===== config.mk =====
export PLATFORM = sky130hd
export DESIGN_NAME = mem_arbiter
export DESIGN_NICKNAME = d
export VERILOG_FILES = /design/src/rtl/mem_arb_pkg.sv /design/src/rtl/fill_counter.sv /design/src/rtl/mem_arbiter.sv
export SDC_FILE = /design/constraint.sdc
export NUM_CORES = 1
export LEC_CHECK = 0
export BUFFER_PORTS_ARGS = -buffer_cell sky130_fd_sc_hd__clkbuf_2
export CAP_MARGIN = 20
export CORE_ASPECT_RATIO = 0.9
export CORE_MARGIN = 1
export CORE_UTILIZATION = 30
export CTS_BUF_LIST = sky130_fd_sc_hd__clkbuf_8
export DETAILED_ROUTE_END_ITERATION = 12
export GPL_ROUTABILITY_DRIVEN = 0
export PLACE_DENSITY = 0.7
export SLEW_MARGIN = 20
export SYNTH_ARGS = -nofsm -noshare
export SYNTH_HDL_FRONTEND = slang
export SYNTH_SLANG_ARGS = --single-unit

===== constraint.sdc =====
create_clock -name clk -period 1.8 [get_ports clk]
set_clock_uncertainty 0.15 [all_clocks]
set_input_delay 0.36 -clock clk [delete_from_list [all_inputs] [get_ports clk]]
set_output_delay 0.36 -clock clk [all_outputs]
set_load 0.005 [all_outputs]

===== src/rtl/mem_arb_pkg.sv =====
// Shared types and widths for the cache/memory arbiter.
package mem_arb_pkg;

  typedef enum logic [1:0] {
    IDLE  = 2'd0,
    FILL  = 2'd1,
    WRITE = 2'd2
  } state_t;

  typedef enum logic {
    OWN_I = 1'b0,
    OWN_D = 1'b1
  } owner_t;

  localparam int LINE_OFF_W = 4;
  localparam int WORD_CNT_W = 4;

  // Observation bundle: FSM state, current owner and both line counters.
  typedef struct packed {
    state_t                state;
    owner_t                owner;
    logic [WORD_CNT_W-1:0] icnt;
    logic [WORD_CNT_W-1:0] rcnt;
    logic                  issue_last;
  } dbg_t;

endpackage


===== src/rtl/fill_counter.sv =====
// Word counter for one line transfer: clear, enable and a last-word flag.
module fill_counter
  import mem_arb_pkg::*;
#(
  parameter int LAST_VAL = 7
) (
  input  logic                  clk,
  input  logic                  rst,
  input  logic                  clr,
  input  logic                  en,
  output logic [WORD_CNT_W-1:0] cnt,
  output logic                  last
);

  always_ff @(posedge clk or posedge rst) begin
    if (rst) begin
      cnt <= '0;
    end else if (clr) begin
      cnt <= '0;
    end else if (en) begin
      cnt <= cnt + WORD_CNT_W'(1);
    end
  end

  assign last = (cnt == WORD_CNT_W'(LAST_VAL));

endmodule


===== src/rtl/mem_arbiter.sv =====
// Arbitrates I-cache and D-cache access to a pipelined main memory:
// 8-word line fills issued back-to-back and single-word write-through stores.
module mem_arbiter
  import mem_arb_pkg::*;
#(
  parameter int ADDR_W         = 16,
  parameter int DATA_W         = 16,
  parameter int WORDS_PER_LINE = 8,
  parameter int MEM_LAT        = 4
) (
  input  logic              clk,
  input  logic              rst,
  input  logic              i_req,
  input  logic [ADDR_W-1:0] i_addr,
  output logic [DATA_W-1:0] i_data,
  output logic [ADDR_W-1:0] i_word_addr,
  output logic              i_data_valid,
  output logic              i_done,
  input  logic              d_req,
  input  logic              d_we,
  input  logic [ADDR_W-1:0] d_addr,
  input  logic [DATA_W-1:0] d_wdata,
  output logic [DATA_W-1:0] d_data,
  output logic [ADDR_W-1:0] d_word_addr,
  output logic              d_data_valid,
  output logic              d_done,
  output logic              mem_en,
  output logic              mem_wr,
  output logic [ADDR_W-1:0] mem_addr,
  output logic [DATA_W-1:0] mem_wdata,
  input  logic [DATA_W-1:0] mem_rdata,
  input  logic              mem_rdata_valid,
  output dbg_t              dbg
);

  // Handshake: *_req is a level held until the matching *_done pulse; the
  // requester drops it on the following edge. mem_en/mem_wr are a one-cycle
  // command with no back-pressure; mem_rdata_valid returns MEM_LAT cycles later.

  if (MEM_LAT < 1 || WORDS_PER_LINE != 8 || ADDR_W <= LINE_OFF_W) begin : g_bad_cfg
    $error("mem_arbiter: unsupported parameter combination");
  end

  localparam logic [ADDR_W-1:0]     LINE_MASK = ~ADDR_W'((1 << LINE_OFF_W) - 1);
  localparam logic [WORD_CNT_W-1:0] CNT_END   = WORD_CNT_W'(WORDS_PER_LINE);

  state_t                state;
  owner_t                owner;
  logic [ADDR_W-1:0]     base;
  logic [WORD_CNT_W-1:0] icnt, rcnt;
  logic                  icnt_last, rcnt_last;
  logic                  fill_start, issue_active, ret_fire, ret_done;
  logic [ADDR_W-1:0]     ret_addr;

  assign fill_start   = (state == IDLE) && ((d_req && !d_we) || (!d_req && i_req));
  assign issue_active = (state == FILL) && (icnt != CNT_END);
  // Returns beyond the eighth word are dropped so a stray strobe cannot overrun the line.
  assign ret_fire     = (state == FILL) && mem_rdata_valid && (rcnt != CNT_END);
  assign ret_done     = ret_fire && rcnt_last;
  assign ret_addr     = base | {{(ADDR_W-WORD_CNT_W-1){1'b0}}, rcnt, 1'b0};

  fill_counter #(.LAST_VAL(WORDS_PER_LINE-1)) u_issue_cnt (
    .clk  (clk),
    .rst  (rst),
    .clr  (fill_start),
    .en   (issue_active),
    .cnt  (icnt),
    .last (icnt_last)
  );

  fill_counter #(.LAST_VAL(WORDS_PER_LINE-1)) u_ret_cnt (
    .clk  (clk),
    .rst  (rst),
    .clr  (fill_start),
    .en   (ret_fire),
    .cnt  (rcnt),
    .last (rcnt_last)
  );

  always_ff @(posedge clk or posedge rst) begin
    if (rst) begin
      state <= IDLE;
      owner <= OWN_I;
      base  <= '0;
    end else begin
      case (state)
        IDLE: begin
          if (d_req) begin
            owner <= OWN_D;
            base  <= d_addr & LINE_MASK;
            state <= d_we ? WRITE : FILL;
          end else if (i_req) begin
            owner <= OWN_I;
            base  <= i_addr & LINE_MASK;
            state <= FILL;
          end
        end
        FILL:    if (ret_done) state <= IDLE;
        WRITE:   state <= IDLE;
        default: state <= IDLE;
      endcase
    end
  end

  always_comb begin
    mem_en    = issue_active || (state == WRITE);
    mem_wr    = (state == WRITE);
    mem_addr  = '0;
    mem_wdata = '0;
    if (state == WRITE) begin
      mem_addr  = d_addr;
      mem_wdata = d_wdata;
    end else if (issue_active) begin
      mem_addr = base | {{(ADDR_W-WORD_CNT_W-1){1'b0}}, icnt, 1'b0};
    end
  end

  always_comb begin
    i_data       = '0;
    i_word_addr  = '0;
    i_data_valid = 1'b0;
    i_done       = 1'b0;
    d_data       = '0;
    d_word_addr  = '0;
    d_data_valid = 1'b0;
    d_done       = (state == WRITE);
    if (ret_fire) begin
      if (owner == OWN_I) begin
        i_data       = mem_rdata;
        i_word_addr  = ret_addr;
        i_data_valid = 1'b1;
        i_done       = rcnt_last;
      end else begin
        d_data       = mem_rdata;
        d_word_addr  = ret_addr;
        d_data_valid = 1'b1;
        d_done       = rcnt_last;
      end
    end
  end

  assign dbg = '{state: state, owner: owner, icnt: icnt, rcnt: rcnt, issue_last: icnt_last};

endmodule


Yosys cells after proc, flatten, opt, wreduce, memory -nomap -nowiden

Index checks and enable logic that the tools add are counted.

Flip-flop bits (word level): 27
Latch bits: 0
RAM bits: 0
ROM bits: 0
Bits of input ports: 70
Output and inout port bits: 114
Word-level logic and storage cells: 66
Memories kept: 0

$add $sub $neg: 2
Multiply operators: 0
Div/mod/pow operators: 0
$lt $le $gt $ge: 0
Equality and inequality tests: 8
Shift operators: 0
Mux-type cells: 32
Bitwise operators: 2
Reductions and logical operators: 17

Operators by type and width:

| cell                                                | number |
|---|---|
| two-way mux 16 bit                                  | 13 |
| bitwise OR 16 x 5 -> 16 bit                         | 2 |
| two-way mux 4 bit                                   | 4 |
| two-way mux 1 bit                                   | 10 |
| adder 4 x 1 -> 4 bit, second input constant         | 2 |
| equality test 4 x 3 -> 1 bit, second input constant | 2 |
| two-way mux 2 bit                                   | 4 |
| inequality test 4 bit, second input constant        | 2 |
| logical AND 1 bit                                   | 7 |
| nonzero test 2 bit                                  | 3 |
| one-hot mux 2 bit (2 select lines)                  | 1 |
| AND reduction 2 bit                                 | 2 |
| inequality test 3 bit, second input constant        | 1 |
| equality test 2 x 1 -> 1 bit, second input constant | 1 |
| equality test 2 bit, second input constant          | 1 |
| logical NOT 1 bit                                   | 2 |
| logical NOT 2 bit                                   | 1 |
| logical OR 1 bit                                    | 2 |
| inequality test 2 bit, second input constant        | 1 |

Longest topological paths before layout

Gate-level depths: netlist (run 1).

Depth after elaboration: 6
Gate-level depth with buffers: 6
Mapped depth without buffers: 5

Modules after synthesis

From an unflattened synthesis (run 1), not the netlist that was laid out.

Cell total of the unflattened synthesis: 239
Area, all modules: 1949.4 µm²

Modules (own cells, without submodules):

| module       | instances | cells an instance | area an instance (µm²) |
|---|---|---|---|
| mem_arbiter  | 1         | 201               | 1541.5 |
| fill_counter | 2         | 19                | 203.9 |

Least setup slack after synthesis (run 1)

No wires, ideal clock.

Path type: register -> output
From: register u_issue_cnt.cnt[0]
To: output mem_addr[10]
Data arrival time: 1365 ps
Data required time: 1290 ps
Slack: -75 ps
Stages on the path, launching flop included: 7
Cells stage by stage: dfrtp_1 > inv_1 > ha_1 > and3b_1 > nor2_2 > buf_2 > a22o_1

Longest elaborated chain between the ends: 4

Ends and longest elaborated chain:

| what                   | line               | text |
|---|---|---|
| from (decl)            | fill_counter.sv:11 | `output logic [WORD_CNT_W-1:0] cnt,` |
| from (signal assigned) | fill_counter.sv:21 | `cnt <= cnt + WORD_CNT_W'(1);` |
| inequality test 4 bit  | mem_arbiter.sv:56  | `assign issue_active = (state == FILL) && (icnt != CNT_END);` |
| logical AND 1 bit      | mem_arbiter.sv:56  |  |
| two-way mux 16 bit     | mem_arbiter.sv:113 | `end else if (issue_active) begin` |
| two-way mux 16 bit     | mem_arbiter.sv:110 | `if (state == WRITE) begin` |
| to (decl)              | mem_arbiter.sv:29  | `output logic [ADDR_W-1:0] mem_addr,` |

No other way between the ends.

Final worst setup path (run 1)

From: register u_ret_cnt.cnt[1]
To: output i_done

Longest elaborated chain between the ends: 3

Ends and longest elaborated chain:

| what                                                                         | line                                  | text |
|---|---|---|
| from (decl)                                                                  | fill_counter.sv:11                    |  |
| from (signal assigned)                                                       | fill_counter.sv:21                    |  |
| equality test 4 x 3 -> 1 bit / inequality test 4 bit (equally long branches) | fill_counter.sv:25, mem_arbiter.sv:58 |  |
| two-way mux 1 bit / logical AND 1 bit (equally long branches)                | mem_arbiter.sv:128, mem_arbiter.sv:58 |  |
| two-way mux 1 bit *                                                          | mem_arbiter.sv:127                    | `if (ret_fire) begin` |
| to (decl)                                                                    | mem_arbiter.sv:18                     | `output logic i_done,` |

Every way passes the cells marked *; elsewhere a longest branch is shown, timed or not.

==> summary.md, run 1 <==
| Metric | Value |
|---|---|
| WHS Path Cells | `2` |
| CTS tree | `built` |
| Number of global-route vias before repair | `about 2300` |
| DP Cell Count | `between 500 and 600` |
| 1st-iter DRT viols | `88` |
| Xor and xnor area share after synthesis | `0` |
| Kind of critical path | `reg2out` |
| Clock Tree Buf Depth | `2` |
| WL/cell | `about 16 um` |
| Post-synthesis mux area share | `0.1340` |
| Grt total ovfl | `0` |
| Dpl cell area | `about 3200 um2` |
| Max Clk Rate | `roughly 0.45 GHz` |
| Seq/Total Area, Yosys | `0.2854` |
| Simple-Gate Fraction of Synth Area | `0.3424` |
| Die width | `around 88 um` |
| Synth async-reset ratio | `1.000` |
| Routed Antenna Nets | `0` |
| H-tree depth | `1` |
| Pwr Density | `1188 nW/um2` |
| RSZ-0062 raised after global routing | `yes` |
| Clock sinks | `23` |
| Delay-heaviest family, CP | `buffers and inverters` |
| Fin cells | `about 530` |
| Wire length of the first global-routing pass | `approximately 11000 um` |
| R2r setup slk | `around 0.11 ns` |
| Post-synth top area share | `0.2854` |
| Number of nets in the layout | `515` |
| Synth top cells by count | `74 x and2_1, 24 x mux2_2, 23 x dfrtp_1` |
| Stages on worst setup path | `9` |
| Total leakage power | `approximately 2.1 nW` |
| Worst-Skew Late Latency | `between 0.2 and 0.3 ns` |
| Final hold violations | `0` |
| Crit share post-route | `1.235` |
| Final setup fails | `100` |
| Layout area overhead | `93.73%` |
| Top cells by area, synth | `dfrtp_1 29%, and2_1 23%, mux2_2 13%` |
| Diode count | `0` |
| Layout cells sized above 1 | `0.7477` |
| Compound-Gate Fraction of Synth Area | `0.1383` |
| Cell breakdown of the critical path | `buf_4 -> buf_6 -> buf_6 -> ha_4 -> and4b_1 -> buf_4 -> nand2_1 -> nor2_1 -> buf_2` |
| Root Driver | `clkbuf_8` |
| Min Tclk post-route | `roughly 2.2 ns` |
| GRT Total Usage | `0.2125` |
| Adder-Cell Fraction of Synth Area | `0.02481` |
| WL final | `about 8200 um` |
| Die ar. | `slightly above 7000 um2` |
| Most common cell in the netlist | `and2_1` |
| Dpl hpwl | `roughly 5400 um` |
| Count of input and output buffers | `between 150 and 200` |
| RR Endpoint | `u_ret_cnt.cnt[0]` |
| Maximum VDD drop | `between 0.0004 and 0.0005 V` |
| Final worst slack | `-0.4222 ns` |
| Syn Area/Cell | `between 8 and 9 um2` |
| Worst setup EP type | `output port` |
| EDFF count, synth | `0` |
| Register bit count reported by yosys | `23` |
| Pin count of the biggest net entering global routing | `24` |
| TNS Setup | `-30.72 ns` |
| Largest family of logic cells by synthesized area | `simple AND/OR/NAND/NOR gates` |
| Pre-antenna DRT Iters | `5` |
| Detailed-route via count | `2535` |
| I/O Pins | `between 150 and 200` |
| Min-delay worst type | `in2reg` |
| Core area | `between 6000 and 7000 um2` |
| Netlist Area Pre-Place | `roughly 2000 um2` |
| Crit path launch type | `register` |
| Slowest stage delay, CP | `0.41 ns` |
| Bufs and invs on worst path | `5` |
| Synth warn | `0` |
| Critical Path AT | `roughly 1.7 ns` |
| Post-synth cell types | `35` |
| Die Span Y | `approximately 80 um` |
| Min-Delay Endpoint | `state[1]` |
| Max-cap violations | `0` |
| Dominant synthesized flop cell | `dfrtp_1` |
| Cell Rows | `27` |
| Clk pin slew, worst setup/hold paths | `about 0.08 ns` |
| Dominant cell type by area after synthesis | `dfrtp_1` |
| CTS buffer count | `3` |
| Reg2reg path depth | `7` |
| Crit Reg-Reg Startpoint | `u_ret_cnt.cnt[1]` |
| Design Area, Final | `around 3900 um2` |
| Max Slew Vio Count | `0` |
| Crit Path Max Fanout | `5` |
| Critical Path RT | `1.29 ns` |
| Via-per-instance ratio | `just under 5` |
| Initial core utilization | `0.3193` |
| Antenna violations before repair | `0` |
| Post-synthesis cell count | `approximately 230` |
| Hold Crit Start | `d_we` |
| Outcome | `complete, but fails checks` |
| Post-route DRC | `0` |
| Critical-path top delay cell | `dfrtp_1` |
| Violated checks | `negative setup slack` |
placed cells by master, fill, tap and decap left out, drive strengths merged, types with 2 or more instances in the layout:
master / synthesis / final
or3: 2 / 2
and3b: 3 / 3
o21ai: 7 / 7
conb: 1 / 2
nand3: 7 / 7
and3: 3 / 6
nor2b: 2 / 2
a22o: 15 / 15
buf: 15 / 88
a21oi: 8 / 8
clkbuf: 3 / 138
mux2: 24 / 24
o21a: 3 / 3
and2: 74 / 74
nand2: 4 / 4
nor2: 5 / 5
dfrtp: 23 / 23
ha: 4 / 4
nor4: 2 / 2
nand2b: 3 / 3
inv: 6 / 6
nand3b: 3 / 3
cell families after synthesis:
kind of cell             after synthesis
other                                  1
flip-flops                            23
AND/OR/NAND/NOR                      111
adder cells (fa/ha/maj)                4
multiplexers                          24
buffers and inverters                 24
AO/OA/AOI/OAI                         39
routing by layer:
metal	global-route usage	part of all wire	wire, um	up-vias
li1	-	-	-	1213
met1	0.2637	0.41	3386	1193
met2	0.3900	0.51	4213	127
met3	0.01965	0.070	575	2
met4	0.05323	0.0041	34	0
met5	0	0	0	-
flip-flops by register name, summed over array words and instances (netlist names):
signal           flops
base                12
u_ret_cnt.cnt        4
u_issue_cnt.cnt      4
owner                1
state                2
power by group:
group | leakage, nW | switching [W] | internal, W
Clock | 0.0255 | 0.000175 | 0.000155
Combinational | 1.78 | 0.00138 | 0.00192
Sequential | 0.280 | 0.000259 | 0.000753
Total | 2.08 | 0.00181 | 0.00283
how the worst max path moves through the flow:
stage          slack, ns              from         endpoint
3_3_place_gp       -0.11  u_ret_cnt.cnt[0]        i_data[6]
4_1_cts            -0.39  u_ret_cnt.cnt[1]       i_data[15]
5_1_grt            -0.51  u_ret_cnt.cnt[1]  i_word_addr[14]
6_report           -0.42  u_ret_cnt.cnt[1]           i_done
2_1_floorplan      -0.04  u_ret_cnt.cnt[0]       i_data[10]
3_5_place_dp       -0.15  u_ret_cnt.cnt[1]        i_data[4]
stage by stage:
stage                     utilization  worst slack [ns]  power (W)  hold WS, ns
after global routing           0.6185           -0.5099   0.004994       0.2207
final                          0.6185           -0.4222   0.004640       0.2059
after CTS                      0.5556           -0.3949   0.004236       0.2004
after floorplan                     -          -0.03796   0.002356       0.2119
after detailed placement       0.5082           -0.1513   0.003534       0.2599
after global placement         0.5082           -0.1128   0.003475       0.2583
timing repair:
item / 4_1_cts / 5_1_grt
gates cloned: 4 / 2
endpoints found under the setup margin: 100 / 102
endpoints found under the hold margin: 23 / 0
hold buffers: 1 / 0
pin swaps: 14 / 41
gates resized for setup: 26 / 98
buffers inserted: 8 / 13
final cells by class:
type,instances,area (um2)
Fill cell,543,2410
Multi-Input combinational cell,183,1577
Timing Repair Buffer,224,1577
Sequential cell,23,576.8
Tap cell,87,108.9
Clock buffer,3,41.29
Inverter,6,22.52
Clock inverter,1,5.005
Power figures use the tool's default switching activity.
==> run 2: changes to the inputs <==
- CORE_UTILIZATION: 30 -> 35
- PLACE_DENSITY: 0.7 -> 0.79
==> run 2 against run 1 <==
Compared with the run above:
- the run still ends with negative setup slack left
- final cell count fell by 2.1%
- non-clock buffer count rose by 9
- largest cell class is now non-clock buffers
- clock power fell by 2%
- sequential power barely moved
- hold slack got worse by 0.012 ns
==> summary.md, run 2 (synthesis results as in run 1) <==
| Metric | Value |
|---|---|
| Outcome | `complete, but fails checks` |
| Violated checks | `negative setup slack` |
| Crit Path Max Fanout | `11 (+6)` |
| Root Driver | `clkbuf_8` |
| Crit path launch type | `register` |
| Clock sinks | `23 (unchanged)` |
| 1st-iter DRT viols | `57 (-35%)` |
| Critical Path AT | `1.73 ns (+0.02 ns)` |
| H-tree depth | `1 (unchanged)` |
| Pre-CTS setup slack | `-0.1403 ns (+0.01096 ns)` |
| R2r setup slk | `0.13 ns (+0.02 ns)` |
| Pin count of the biggest net entering global routing | `24 (unchanged)` |
| GRT Total Usage | `0.2563 (+0.04376)` |
| Psw | `0.001905 W (+5.2%)` |
| Most common cell after layout, fill and taps aside | `clkbuf_2` |
| Min-delay worst type | `in2reg` |
| Die width | `82.02 um (-7.2%)` |
| Grt total ovfl | `0 (unchanged)` |
| Number of global-route vias before repair | `2420 (+3.9%)` |
| RR Endpoint | `state[0]` |
| Worst setup EP type | `output port` |
| Crit Reg-Reg Startpoint | `state[1]` |
| WL final | `8725 um (+6.3%)` |
| Kind of critical path | `reg2out` |
| RSZ-0062 raised after global routing | `yes` |
| Core area | `5411 um2 (-14%)` |
| Layout area overhead | `100.8%` |
| Min Tclk post-route | `2.244 ns (+0.02217 ns)` |
| Max FFs per register | `12 (unchanged)` |
| Hold Crit Start | `d_we` |
| Post-route DRC | `0 (unchanged)` |
| Via-per-instance ratio | `5.126 (+6.6%)` |
| Final setup fails | `100 (unchanged)` |
| Worst-Skew Late Latency | `0.27 ns (about the same)` |
| CTS tree | `built` |
| Int Power | `0.003020 W (+6.8%)` |
| Cell Rows | `25 (-7.4%)` |
| Antenna violations before repair | `0 (unchanged)` |
| Combinational power share | `0.728 (+0.017)` |
| Layout cells sized above 1 | `0.7728 (+0.02510)` |
| Min-Delay Endpoint | `state[1]` |
| Wire length of the first global-routing pass | `11610 um (+2.1%)` |
| DP Cell Count | `486 (-3.4%)` |
| Fin cells | `516 (-2.1%)` |
| Count of input and output buffers | `177 (unchanged)` |
| Clock Tree Buf Depth | `2 (unchanged)` |
| Critical Path RT | `1.29 ns (about the same)` |
| CTS buffer count | `3 (unchanged)` |
| Sequential share of power | `0.207 (-0.011)` |
| Max-cap violations | `0 (unchanged)` |
| Initial core utilization | `0.3727 (+0.05345)` |
| Number of nets in the layout | `524 (+1.7%)` |
| Max Clk Rate | `0.4456 GHz (-0.99%)` |
| Clk pin slew, worst setup/hold paths | `0.09 ns (about the same)` |
| Switch share | `0.3868 (-0.003566)` |
| Dpl hpwl | `5562 um (+2.4%)` |
| I/O Pins | `184 (unchanged)` |
| Crit share post-route | `1.247 (+0.01232)` |
| Final hold violations | `0 (unchanged)` |
| Reg2reg path depth | `5 (-2)` |
| Routed Antenna Nets | `0 (unchanged)` |
| Maximum VDD drop | `0.0007885 V (+65%)` |
| Final worst slack | `-0.4444 ns (-0.02217 ns)` |
| Commonest non-fill, non-tap cells in the layout | `130 x clkbuf_2, 61 x and2_4, 45 x buf_6` |
| Detailed-route via count | `2645 (+4.3%)` |
| Die ar. | `6071 um2 (-14%)` |
| Power share of the clock group | `0.065 (-0.006)` |
| Die Span Y | `74.02 um (-7.2%)` |
| Pwr Density | `1216 nW/um2 (+2.4%)` |
| Diode count | `0 (unchanged)` |
| Biggest regs | `base x12, u_issue_cnt.cnt x4, u_ret_cnt.cnt x4` |
| WL/cell | `16.91 um (+8.6%)` |
| Biggest register | `base` |
| Fillers | `390 (-28%)` |
| Max Slew Vio Count | `0 (unchanged)` |
| Total leakage power | `2.159 nW (+3.7%)` |
| Pre-antenna DRT Iters | `4 (-1)` |
| Critical Path Start | `u_ret_cnt.cnt[0]` |
| WHS Path Cells | `2 (unchanged)` |
==> run 2: cell types whose count changed in the layout (fill, tap and decap cells not counted), sizes merged <==
cell,before,now
inv,6,7
clkinv,1,0
buf,88,100
clkbuf,138,135
==> run 2: critical path: stages, from the launching register on <==
cell and delay [ns]:
dfrtp_1 0.38, inv_2 0.06, ha_4 0.15, and3b_2 0.22, nor3_4 0.12, buf_4 0.16
buf_12 0.12, and2_1 0.15, clkbuf_2 0.12
==> run 2: metal layers <==
| layer | routed length (um) | part of all wire | global-route usage | vias up |
|---|---|---|---|---|
| met4 | 156 | 0.018 | 0.07212 | 0 |
| met2 | 4793 | 0.55 | 0.4821 | 140 |
| li1 | - | - | - | 1227 |
| met3 | 674 | 0.077 | 0.05276 | 12 |
| met1 | 3101 | 0.36 | 0.2907 | 1266 |
| met5 | 0 | 0 | 0 | - |
==> run 2: layout make-up <==
type,count,area [um2],area share
multi-input combinational,183,1612,0.3979
inverter,6,22.52,0.005561
tap,67,83.83,0.02070
sequential,23,576.8,0.1424
clock inverter,1,3.754,0.0009268
timing repair buffer,233,1710,0.4223
clock buffer,3,41.29,0.01019
==> run 2: timing repair <==
| action | in CTS | in global routing |
|---|---|---|
| hold endpoints to repair | 23 | 0 |
| gates cloned | 6 | 2 |
| setup buffers | 11 | 8 |
| setup endpoints to repair | 100 | 101 |
| pin swaps | 21 | 40 |
| gates resized for setup | 46 | 96 |
| hold buffers | 1 | 0 |
==> run 2: power by group through the flow <==
stage	logic (W)	registers (W)	clock network [W]
6_report	0.00358	0.00102	0.000322
5_1_grt	0.00384	0.00106	0.000350
4_1_cts	0.00320	0.00100	0.000334
3_5_place_dp	0.00266	0.000983	0
3_3_place_gp	0.00258	0.000969	0
2_1_floorplan	0.00137	0.000986	0
==> run 2: worst max-delay path by stage <==
stage,endpoint,slack [ns],cells after the start
final,i_data[11],-0.44,8
after global placement,i_word_addr[10],-0.10,7
after CTS,i_word_addr[6],-0.43,8
after global routing,i_data[11],-0.52,8
after floorplan,i_data[10],-0.04,6
after detailed placement,i_word_addr[6],-0.14,7
==> run 2: per-stage QoR <==
step	hold WS, ns	TNS (ns)	power, W	cell area (um2)	util
floorplan	0.2119	-1.043	0.002356	2082	-
global placement	0.2603	-2.478	0.003550	3233	0.5975
detailed placement	0.2588	-4.865	0.003638	3233	0.5975
CTS	0.1919	-31.95	0.004536	3631	0.6710
global route	0.1970	-38.97	0.005253	4050	0.7484
finish	0.1937	-31.73	0.004926	4050	0.7484
